[config.mk]
export PLATFORM = sky130hd
export DESIGN_NAME = output_port_arbiter
export DESIGN_NICKNAME = d
export VERILOG_FILES = /design/src/rtl/output_port_arbiter.sv
export SDC_FILE = /design/constraint.sdc
export NUM_CORES = 1
export LEC_CHECK = 0
export ABC_CLOCK_PERIOD_IN_PS = 5200
export BUFFER_PORTS_ARGS = -buffer_cell sky130_fd_sc_hd__buf_2
export CORE_UTILIZATION = 50
export DETAILED_ROUTE_END_ITERATION = 10
export PLACE_DENSITY = 0.85
export SLEW_MARGIN = 15
export SYNTH_ARGS = -nofsm -noshare
export SYNTH_HDL_FRONTEND = slang
export SYNTH_SLANG_ARGS = --single-unit
[constraint.sdc]
create_clock -name clk -period 5.2 [get_ports clk]
set_clock_uncertainty 0.15 [all_clocks]
set_input_delay 1.04 -clock clk [delete_from_list [all_inputs] [get_ports clk]]
set_output_delay 1.04 -clock clk [all_outputs]
set_load 0.02 [all_outputs]
[src/rtl/output_port_arbiter.sv]
// Round-robin, packet-hold arbiter for one crossbar output port.
// Optional stall timeout release is built when ARB_TIMEOUT_EN is defined.
`timescale 1ns/1ps
module output_port_arbiter #(
  parameter int N_IN    = 16,
  parameter int TIMEOUT = 64
) (
  input  logic                    clk,
  input  logic                    rst,
  input  logic [N_IN-1:0]         req,
  input  logic [N_IN-1:0]         flit_valid,
  input  logic [N_IN-1:0]         flit_last,
  input  logic                    out_ready,
  output logic [N_IN-1:0]         grant,
  output logic [$clog2(N_IN)-1:0] grant_idx,
  output logic                    busy,
  output logic                    xfer,
  output logic                    timeout_evt
);

  localparam int IW = $clog2(N_IN);

  typedef enum logic {
    IDLE,
    HOLD
  } state_t;

  state_t         state, state_nx;
  logic [IW-1:0]  ptr, ptr_nx;
  logic [N_IN-1:0] grant_nx;
  logic [IW-1:0]  idx_nx;
  logic           tevt_nx;
  logic           found;
  logic [IW-1:0]  winner;
  logic [IW-1:0]  cand;
  logic           tail;
  logic           stall_hit;

  assign xfer = |(grant & flit_valid) & out_ready;
  assign tail = |(grant & flit_valid & flit_last) & out_ready;
  assign busy = |grant;

  // Search upward from the slot after the last winner, wrapping.
  always_comb begin
    found  = 1'b0;
    winner = ptr;
    cand   = ptr;
    for (int k = 1; k <= N_IN; k++) begin
      cand = ptr + IW'(k);
      if (!found && req[cand]) begin
        found  = 1'b1;
        winner = cand;
      end
    end
  end

`ifdef ARB_TIMEOUT_EN
  localparam int CW = $clog2(TIMEOUT + 1);

  logic [CW-1:0] stall_cnt;

  always_ff @(posedge clk) begin
    if (rst) begin
      stall_cnt <= '0;
    end else if (state == IDLE || xfer) begin
      stall_cnt <= '0;
    end else begin
      stall_cnt <= stall_cnt + 1'b1;
    end
  end

  assign stall_hit = (stall_cnt == CW'(TIMEOUT));
`else
  logic unused_timeout;

  assign unused_timeout = |TIMEOUT;
  assign stall_hit      = 1'b0;
`endif

  always_comb begin
    state_nx = state;
    grant_nx = grant;
    idx_nx   = grant_idx;
    ptr_nx   = ptr;
    tevt_nx  = 1'b0;
    unique case (state)
      IDLE: begin
        if (found) begin
          state_nx         = HOLD;
          grant_nx         = '0;
          grant_nx[winner] = 1'b1;
          idx_nx           = winner;
          ptr_nx           = winner;
        end
      end
      HOLD: begin
        if (tail) begin
          state_nx = IDLE;
          grant_nx = '0;
        end else if (stall_hit) begin
          state_nx = IDLE;
          grant_nx = '0;
          tevt_nx  = 1'b1;
        end
      end
      default: begin
        state_nx = IDLE;
        grant_nx = '0;
      end
    endcase
  end

  always_ff @(posedge clk) begin
    if (rst) begin
      state       <= IDLE;
      grant       <= '0;
      grant_idx   <= '0;
      ptr         <= '1;
      timeout_evt <= 1'b0;
    end else begin
      state       <= state_nx;
      grant       <= grant_nx;
      grant_idx   <= idx_nx;
      ptr         <= ptr_nx;
      timeout_evt <= tevt_nx;
    end
  end

endmodule

# Word level (Yosys, flattened, before mapping)

Index checks and enable logic that the tools add are counted.

Bits in registers: 25
Bits of input ports: 51

Add/sub/neg operators: 15
Magnitude comparators: 18
Equality and inequality tests: 2
Mux-type cells: 72
Bitwise logic cells: 5
Reduce and logical (&&, ||, !) cells: 36

Operators by type and width:

| kind                | number |
|---|---|
| $lt 4x5->1 const B  | 17 |
| $bmux 1 s4          | 16 |
| $mux 4              | 16 |
| $reduce_or 16->1    | 3 |
| $mux 1              | 35 |
| $add 4x4->4 const B | 8 |
| $and 16x16->16      | 2 |
| $mux 16             | 2 |
| $pmux 16 s2         | 1 |
| $add 4x3->4 const B | 4 |
| $logic_and 1x1->1   | 16 |
| $logic_not 1->1     | 15 |
| $add 4x2->4 const B | 2 |
| $add 4x1->4 const B | 1 |
| $demux 1 s4         | 1 |
| $ge 4x1->1 const B  | 1 |
| $reduce_and 2->1    | 2 |
| $and 1x1->1         | 2 |
| $ne 2x1->1 const B  | 1 |
| $ne 2x2->1 const B  | 1 |
| $pmux 1 s2          | 1 |
| $not 1->1           | 1 |

# Logic depth before layout (Yosys ltp)

Gate-level depths: netlist of the first run.

Depth in word-level cells: 55
Mapped depth: 18
Depth with buffers taken out: 12

# Worst setup path after synthesis of the first run

Ideal clock, no wire load.

Path kind: flip-flop to flip-flop
Start point: reg ptr[1]
End point: reg grant[4]
Setup time: 0.117 ns
Data arrival time: 4.490 ns
Data required time: 4.933 ns
Slack: 0.442 ns
Cell stages (with the launch flop): 17
Buffers on the path: 4
Cells stage by stage: dfxtp_1 -> buf_2 -> buf_2 -> clkbuf_1 -> inv_1 -> ha_1 -> clkbuf_1 -> mux4_2 -> mux2_2 -> mux2_4 -> nor3_4 -> nand2_2 -> a211o_1 -> a2111oi_2 -> a311oi_4 -> a21boi_4 -> a32o_1

Longest elaborated chain between the ends: 55

RTL lines:

| item                                                           | RTL line | source |
|---|---|---|
| start, declared                                                | 29       | `logic [IW-1:0] ptr, ptr_nx;` |
| start signal, assigned                                         | 124      | `ptr <= ptr_nx;` |
| $add 4x1->4                                                    | 49       | `cand = ptr + IW'(k);` |
| $bmux 1 s4                                                     | 50       | `if (!found && req[cand]) begin` |
| $mux 1 (implied by the code)                                   | 50       |  |
| $mux 1                                                         | 50       |  |
| $logic_not 1->1                                                | 50       |  |
| $logic_and 1x1->1                                              | 50       |  |
| $mux 1                                                         | 50       |  |
| $logic_not 1->1                                                | 50       |  |
| [39 not listed]                                                | n/a      |  |
| $logic_and 1x1->1                                              | 50       |  |
| $mux 4                                                         | 50       |  |
| $lt 4x5->1 (implied by the code) or $ge 4x1->1 (tied branches) | 91       | `grant_nx[winner] = 1'b1;` |
| $logic_and 1x1->1 (implied by the code)                        | 91       |  |
| $mux 1 (implied by the code)                                   | 91       |  |
| $demux 1 s4                                                    | 91       |  |
| $mux 16                                                        | 88       | `if (found) begin` |
| $pmux 16 s2                                                    | 86       | `unique case (state)` |
| end signal, assigned                                           | 122      | `grant <= grant_nx;` |
| end, declared                                                  | 14       | `output logic [N_IN-1:0] grant,` |

Parallel ways exist; a longest one is shown, timed or not. The select of a mux whose other input is x is not followed.
A chain may end at the register's enable or synchronous reset.

# Worst setup path in the final report of the first run

Start point: reg ptr[1]
End point: reg grant[7]

The elaborated chain is that of the path after synthesis.

==> impl_metrics.tcl, run 1 <==
set metrics [dict create \
    pin_count 74 \
    synth_warnings 0 \
    hold_viol 0 \
    path_clk_slew_ns 0.08 \
    synth_top_area_cell "mux4_2" \
    finalSetupTns_ns 0 \
    synthCells 412 \
    core_um2 6794 \
    yosysUniqueCellTypes 71 \
    grt_start_max_net_pins 35 \
    numCtsBuffers 3 \
    status "complete, no violations" \
    drc_errors 0 \
    rows 30 \
    ys_seq_area_frac 0.1423 \
    maxSlewHeadroom 0.3214 \
    worstPathRequired_ns 5.23 \
    cts_resized 0 \
    rsz0062_at_grt "no" \
    die-width_um 85.87 \
    grt_usage 0.2874 \
    hp-class "flip-flop to flip-flop" \
    r2r_slack_ns 0.47 \
    critPathArrivalTime_ns 4.76 \
    synth.net_count 471 \
    drive_gt1_frac 0.2839 \
    overflow 0 \
    synth_top_area_frac 0.1665 \
    portBuffers 72 \
    antennaDiodeCount 0 \
    timing.fmax_mhz 211.4 \
    rr_startpoint "ptr[1]" \
    wl_um 10800 \
    maxCapViolCount 0 \
    cts_root_buf "clkbuf_8" \
    clock_latency_ns 0.27 \
    final_max_slew_viol_count 0 \
    cts_setup_buffers 0 \
    grt_pass1_wl_um 16980 \
    hold_buffers 0 \
    synth.area.top_cells "mux4_2 17%, dfxtp_1 14%, mux2i_1 4.8%" \
    syn_area_um2 3517 \
    worstSetupEndpointType "flip-flop" \
    place_congestion 1.012 \
    final_cell_mix "72 x buf_2, 34 x nand2_1, 32 x a21oi_1" \
    via_count 3838 \
    final_common_cell "buf_2" \
    routed_via_density 6.757 \
    ant_nets 0 \
    layout.nets 532 \
    fin_util 0.5838 \
    synthArstFlopShare 0 \
    hold_path_startpoint "grant_idx[0]" \
    initial_utilization 0.5177 \
    drt_iter0_markers 397 \
    htreeDepth 1 \
    min_period_over_period 0.9096 \
    cts_buffer_depth 2 \
    die_h_um 85.87 \
    syn_area_per_cell_um2 8.537 \
    grt_pass1_vias 3520 \
    dr.pass1.iters 5 \
    dpl_cell_area_um2 3921 \
    synth_flop_cell "dfxtp_1" \
    area_growth_pct 12.77 \
    setup_viol 0 \
    min_period_ns 4.730 \
    clock-sinks 25 \
    synth_edf_count 0 \
    wl_per_cell_um 19.01 \
    start_kind "flip-flop" \
    path_class "flip-flop to flip-flop" \
    die_area_um2 7374 \
    ys_seq_elements 25 \
    cts_tree "built" \
    fin_area_um2 3966 \
    max_slew.worst_pin.slew_ns 1.009 \
    startpoint "ptr[1]" \
    antenna_found_initial 0 \
    place_hpwl_um 8465 \
    cp_max_fo 20 \
]
==> synthesized netlist by cell type (3+ instances only) <==
cell type and instances:
nand2_1 34, a21oi_1 32, nor2_1 30, nand3_1 28, mux4_2 26, dfxtp_1 25
mux2i_1 17, a22o_1 12, a22oi_1 12, o21ai_0 9, and3_1 8, clkbuf_1 8
ha_1 8, inv_1 8, nand4_1 8, buf_2 7, nor2b_1 7, nor4_1 7
or3_1 7, xnor2_1 7, nor3_1 6, o22ai_1 6, xor2_1 6, mux2_2 5
o211ai_1 5, o31ai_1 5, a211o_1 4, a221oi_1 4, a311oi_1 4, a32o_1 4
buf_4 4, or2_2 4, a211oi_1 3, a21o_1 3, and4_1 3
==> state kept, by name, indices dropped and copies added, names as in the netlist <==
signal     flops
grant         16
state          1
grant_idx      4
ptr            4
==> routing by layer <==
layer  vias to the layer above  routed length, um  global-route usage
met3                        32                992             0.05101
met4                         0                332              0.1152
met1                      1798               4351              0.3695
met2                       242               5122              0.4784
li1                       1766                  -                   -
met5                         -                  0                   0
==> area by class of cell <==
type / instances / area, um2
Tap cell: 96 / 120.1
Clock buffer: 4 / 45.04
Sequential cell: 25 / 500.5
Fill cell: 614 / 2828
Timing Repair Buffer: 78 / 405.4
Multi-Input combinational cell: 357 / 2865
Inverter: 8 / 30.03
==> per-stage QoR <==
step	setup slack [ns]	hold slack [ns]	cells
final	0.4700	0.3062	568
after global routing	0.2385	0.3247	568
after CTS	0.6495	0.3071	568
after detailed placement	0.6707	0.2951	564
after global placement	0.6709	0.2927	564
after floorplan	0.4425	0.3055	412
==> final timing paths <==
| path | depth (start not counted) | to |
|---|---|---|
| min reg2reg | 2 | grant_idx[0] |
| min | 2 | grant_idx[0] |
| max reg2reg | 12 | grant[7] |
| max | 12 | grant[7] |
==> cells by family (layout without fill, tap and decap cells) <==
kind of cell / count (synthesis) / after routing / share of synthesized area
AO/OA/AOI/OAI: 123 / 123 / 0.2561
buffers and inverters: 30 / 90 / 0.04304
multiplexers: 51 / 51 / 0.2430
flip-flops: 25 / 25 / 0.1423
AND/OR/NAND/NOR: 161 / 161 / 0.2536
XOR/XNOR: 13 / 13 / 0.03237
other: 1 / 1 / 0.001066
adder cells (fa/ha/maj): 8 / 8 / 0.02846
==> worst max-delay path, stage by stage (launching register included) <==
cell and delay [ns]:
dfxtp_1 0.33, inv_1 0.13, ha_1 0.80, mux4_2 0.40, inv_1 0.07, o31ai_1 0.68
nor2_1 0.24, and4_1 0.32, a311oi_1 0.40, o31ai_2 0.22, xnor2_1 0.45, o211ai_1 0.21
o21ai_0 0.24
Power of run 1 is left out: the tool's default activity adds up to more than one toggle a clock period on the data nets, which glitch-free logic cannot reach.
==> run 2: changes to the inputs <==
--- a/config.mk
+++ b/config.mk
@@ -6,10 +6,11 @@
 export NUM_CORES = 1
 export LEC_CHECK = 0
 export ABC_CLOCK_PERIOD_IN_PS = 5200
-export BUFFER_PORTS_ARGS = -buffer_cell sky130_fd_sc_hd__buf_2
+export CAP_MARGIN = 5
 export CORE_UTILIZATION = 50
 export DETAILED_ROUTE_END_ITERATION = 10
-export PLACE_DENSITY = 0.85
+export DONT_BUFFER_PORTS = 1
+export PLACE_DENSITY = 0.76
 export SLEW_MARGIN = 15
 export SYNTH_ARGS = -nofsm -noshare
 export SYNTH_HDL_FRONTEND = slang
==> run 2 against run 1 <==
Against the previous run: worst hold slack improved by 0.043 ns; register-to-register slack improved by 0.14 ns; critical path depth unchanged; non-clock buffer count decreased by 73; via count decreased by 6.3%; sequential share of layout area increased by 1.3 points; utilization decreased by 5.4 points; critical path type unchanged; largest cell class unchanged.
==> impl_metrics.tcl, run 2 (same netlist as run 1, synthesis figures left out) <==
set metrics [dict create \
    path_buf_inv 1 \
    grt_pass1_wl_um 17170 \
    cp_max_fo 20 \
    via_count 3597 \
    portBuffers 0 \
    ant_nets 0 \
    min_to "state" \
    core_um2 6794 \
    final_max_slew_viol_count 0 \
    clock-sinks 25 \
    cts_tree "built" \
    setup_viol 0 \
    layout.nets 459 \
    place_congestion 1.061 \
    slowest_delay_ns 0.76 \
    antenna_found_initial 0 \
    hp-class "flip-flop to flip-flop" \
    hold_depth 2 \
    largest_registers "grant x16, grant_idx x4, ptr x4" \
    antennaDiodeCount 0 \
    ff2ff_path_depth 12 \
    rows 30 \
    status "complete, no violations" \
    largest_reg_flops 16 \
    drc_errors 0 \
    die_h_um 85.87 \
    grt_pass1_vias 3231 \
    grt_start_max_net_pins 35 \
    initial_utilization 0.5177 \
    rr_startpoint "ptr[1]" \
    critPathArrivalTime_ns 4.65 \
    final_common_cell "nand2_1" \
    htreeDepth 1 \
    start_kind "flip-flop" \
    pin_count 74 \
    worstPathRequired_ns 5.26 \
    die_area_um2 7374 \
    die-width_um 85.87 \
    fillCellCount 644 \
    area_growth_pct 2.348 \
    crit_family "simple AND/OR/NAND/NOR gates" \
    top_register "grant" \
    wl_per_cell_um 21.74 \
    hold_viol 0 \
    worstSetupEndpointType "flip-flop" \
    dpl_cell_area_um2 3553 \
    grt_usage 0.2938 \
    hold_buffers 0 \
    cts_root_buf "clkbuf_8" \
    drt_iter0_markers 393 \
    slowest_stage "ha_1" \
    min_period_over_period 0.8820 \
    place_hpwl_um 8225 \
    dr.pass1.iters 5 \
    hold_path_startpoint "state" \
    cts_buffer_depth 2 \
    max_slew.worst_pin.slew_ns 0.9696 \
    worst_path_most_repeated_cell "mux2i_2" \
    maxCapViolCount 0 \
    path_clk_slew_ns 0.09 \
    drive_gt1_frac 0.1554 \
    r2r_end "grant[0]" \
    overflow 0 \
    r2r_slack_ns 0.61 \
    numCtsBuffers 3 \
    cts_resized 0 \
    finalSetupTns_ns 0 \
    wl_um 10760 \
    fin_area_um2 3600 \
    cp_cell_sequence "inv_1 -> ha_1 -> mux4_2 -> mux2i_2 -> mux2i_2 -> nor3b_2 -> nand4_1 -> nor4b_2 -> nor2_1 -> nor2_4 -> nand2_1 -> o21ai_1" \
    timing.fmax_mhz 218.0 \
    rsz0062_at_grt "no" \
    maxSlewHeadroom 0.3481 \
    min_period_ns 4.586 \
    routed_via_density 7.267 \
    path_class "flip-flop to flip-flop" \
    final_cell_mix "34 x nand2_1, 32 x a21oi_1, 30 x nor2_1" \
    cts_setup_buffers 0 \
    clock_latency_ns 0.28 \
]
==> run 2: cell types whose count changed in the layout (fill, tap and decap cells not counted) <==
cell	delta
buf_2	-72
buf_4	-1
clkbuf_1	-1
clkinv_2	+1
==> run 2: worst max path at each step <==
stage                    end  cells past startpoint  startpoint  slack (ns)
CTS                 grant[4]                     12      ptr[1]        0.75
floorplan           grant[4]                     16      ptr[1]        0.44
global placement    grant[5]                     10      req[9]        0.68
finish              grant[0]                     12      ptr[1]        0.61
global route        grant[0]                     12      ptr[1]        0.30
detailed placement  grant[4]                     10      req[6]        0.71
==> run 2: worst min-delay path, delay by kind of cell (launching register included) <==
| kind | cells | cell delay [ns] |
|---|---|---|
| flops | 1 | 0.35 |
| compound gates | 1 | 0.05 |
| buf+inv | 1 | 0.06 |
==> run 2: through the flow <==
| step | std cells | hold slack (ns) | utilization | setup slack, ns |
|---|---|---|---|---|
| final | 495 | 0.3489 | 0.5298 | 0.6136 |
| after global routing | 495 | 0.3753 | 0.5298 | 0.3000 |
| after CTS | 495 | 0.3452 | 0.5298 | 0.7487 |
| after detailed placement | 491 | 0.3308 | 0.5230 | 0.7120 |
| after global placement | 491 | 0.3182 | 0.5230 | 0.6788 |
| after floorplan | 412 | 0.3055 | - | 0.4425 |
==> run 2: metal layers <==
metal  GRT usage  part of all wire
met2      0.4538              0.46
met5           0                 0
met3     0.04235             0.095
met1      0.4225              0.42
met4     0.09394             0.025
==> run 2: area by class of cell <==
cell class | instances | area, um2 | area share
Inverter | 8 | 30.03 | 0.008342
Clock buffer | 3 | 41.29 | 0.01147
Timing Repair Buffer | 5 | 37.54 | 0.01043
Multi-Input combinational cell | 357 | 2865 | 0.7960
Clock inverter | 1 | 5.005 | 0.001390
Sequential cell | 25 | 500.5 | 0.1390
Tap cell | 96 | 120.1 | 0.03337
Power of run 2 is left out for the same reason.
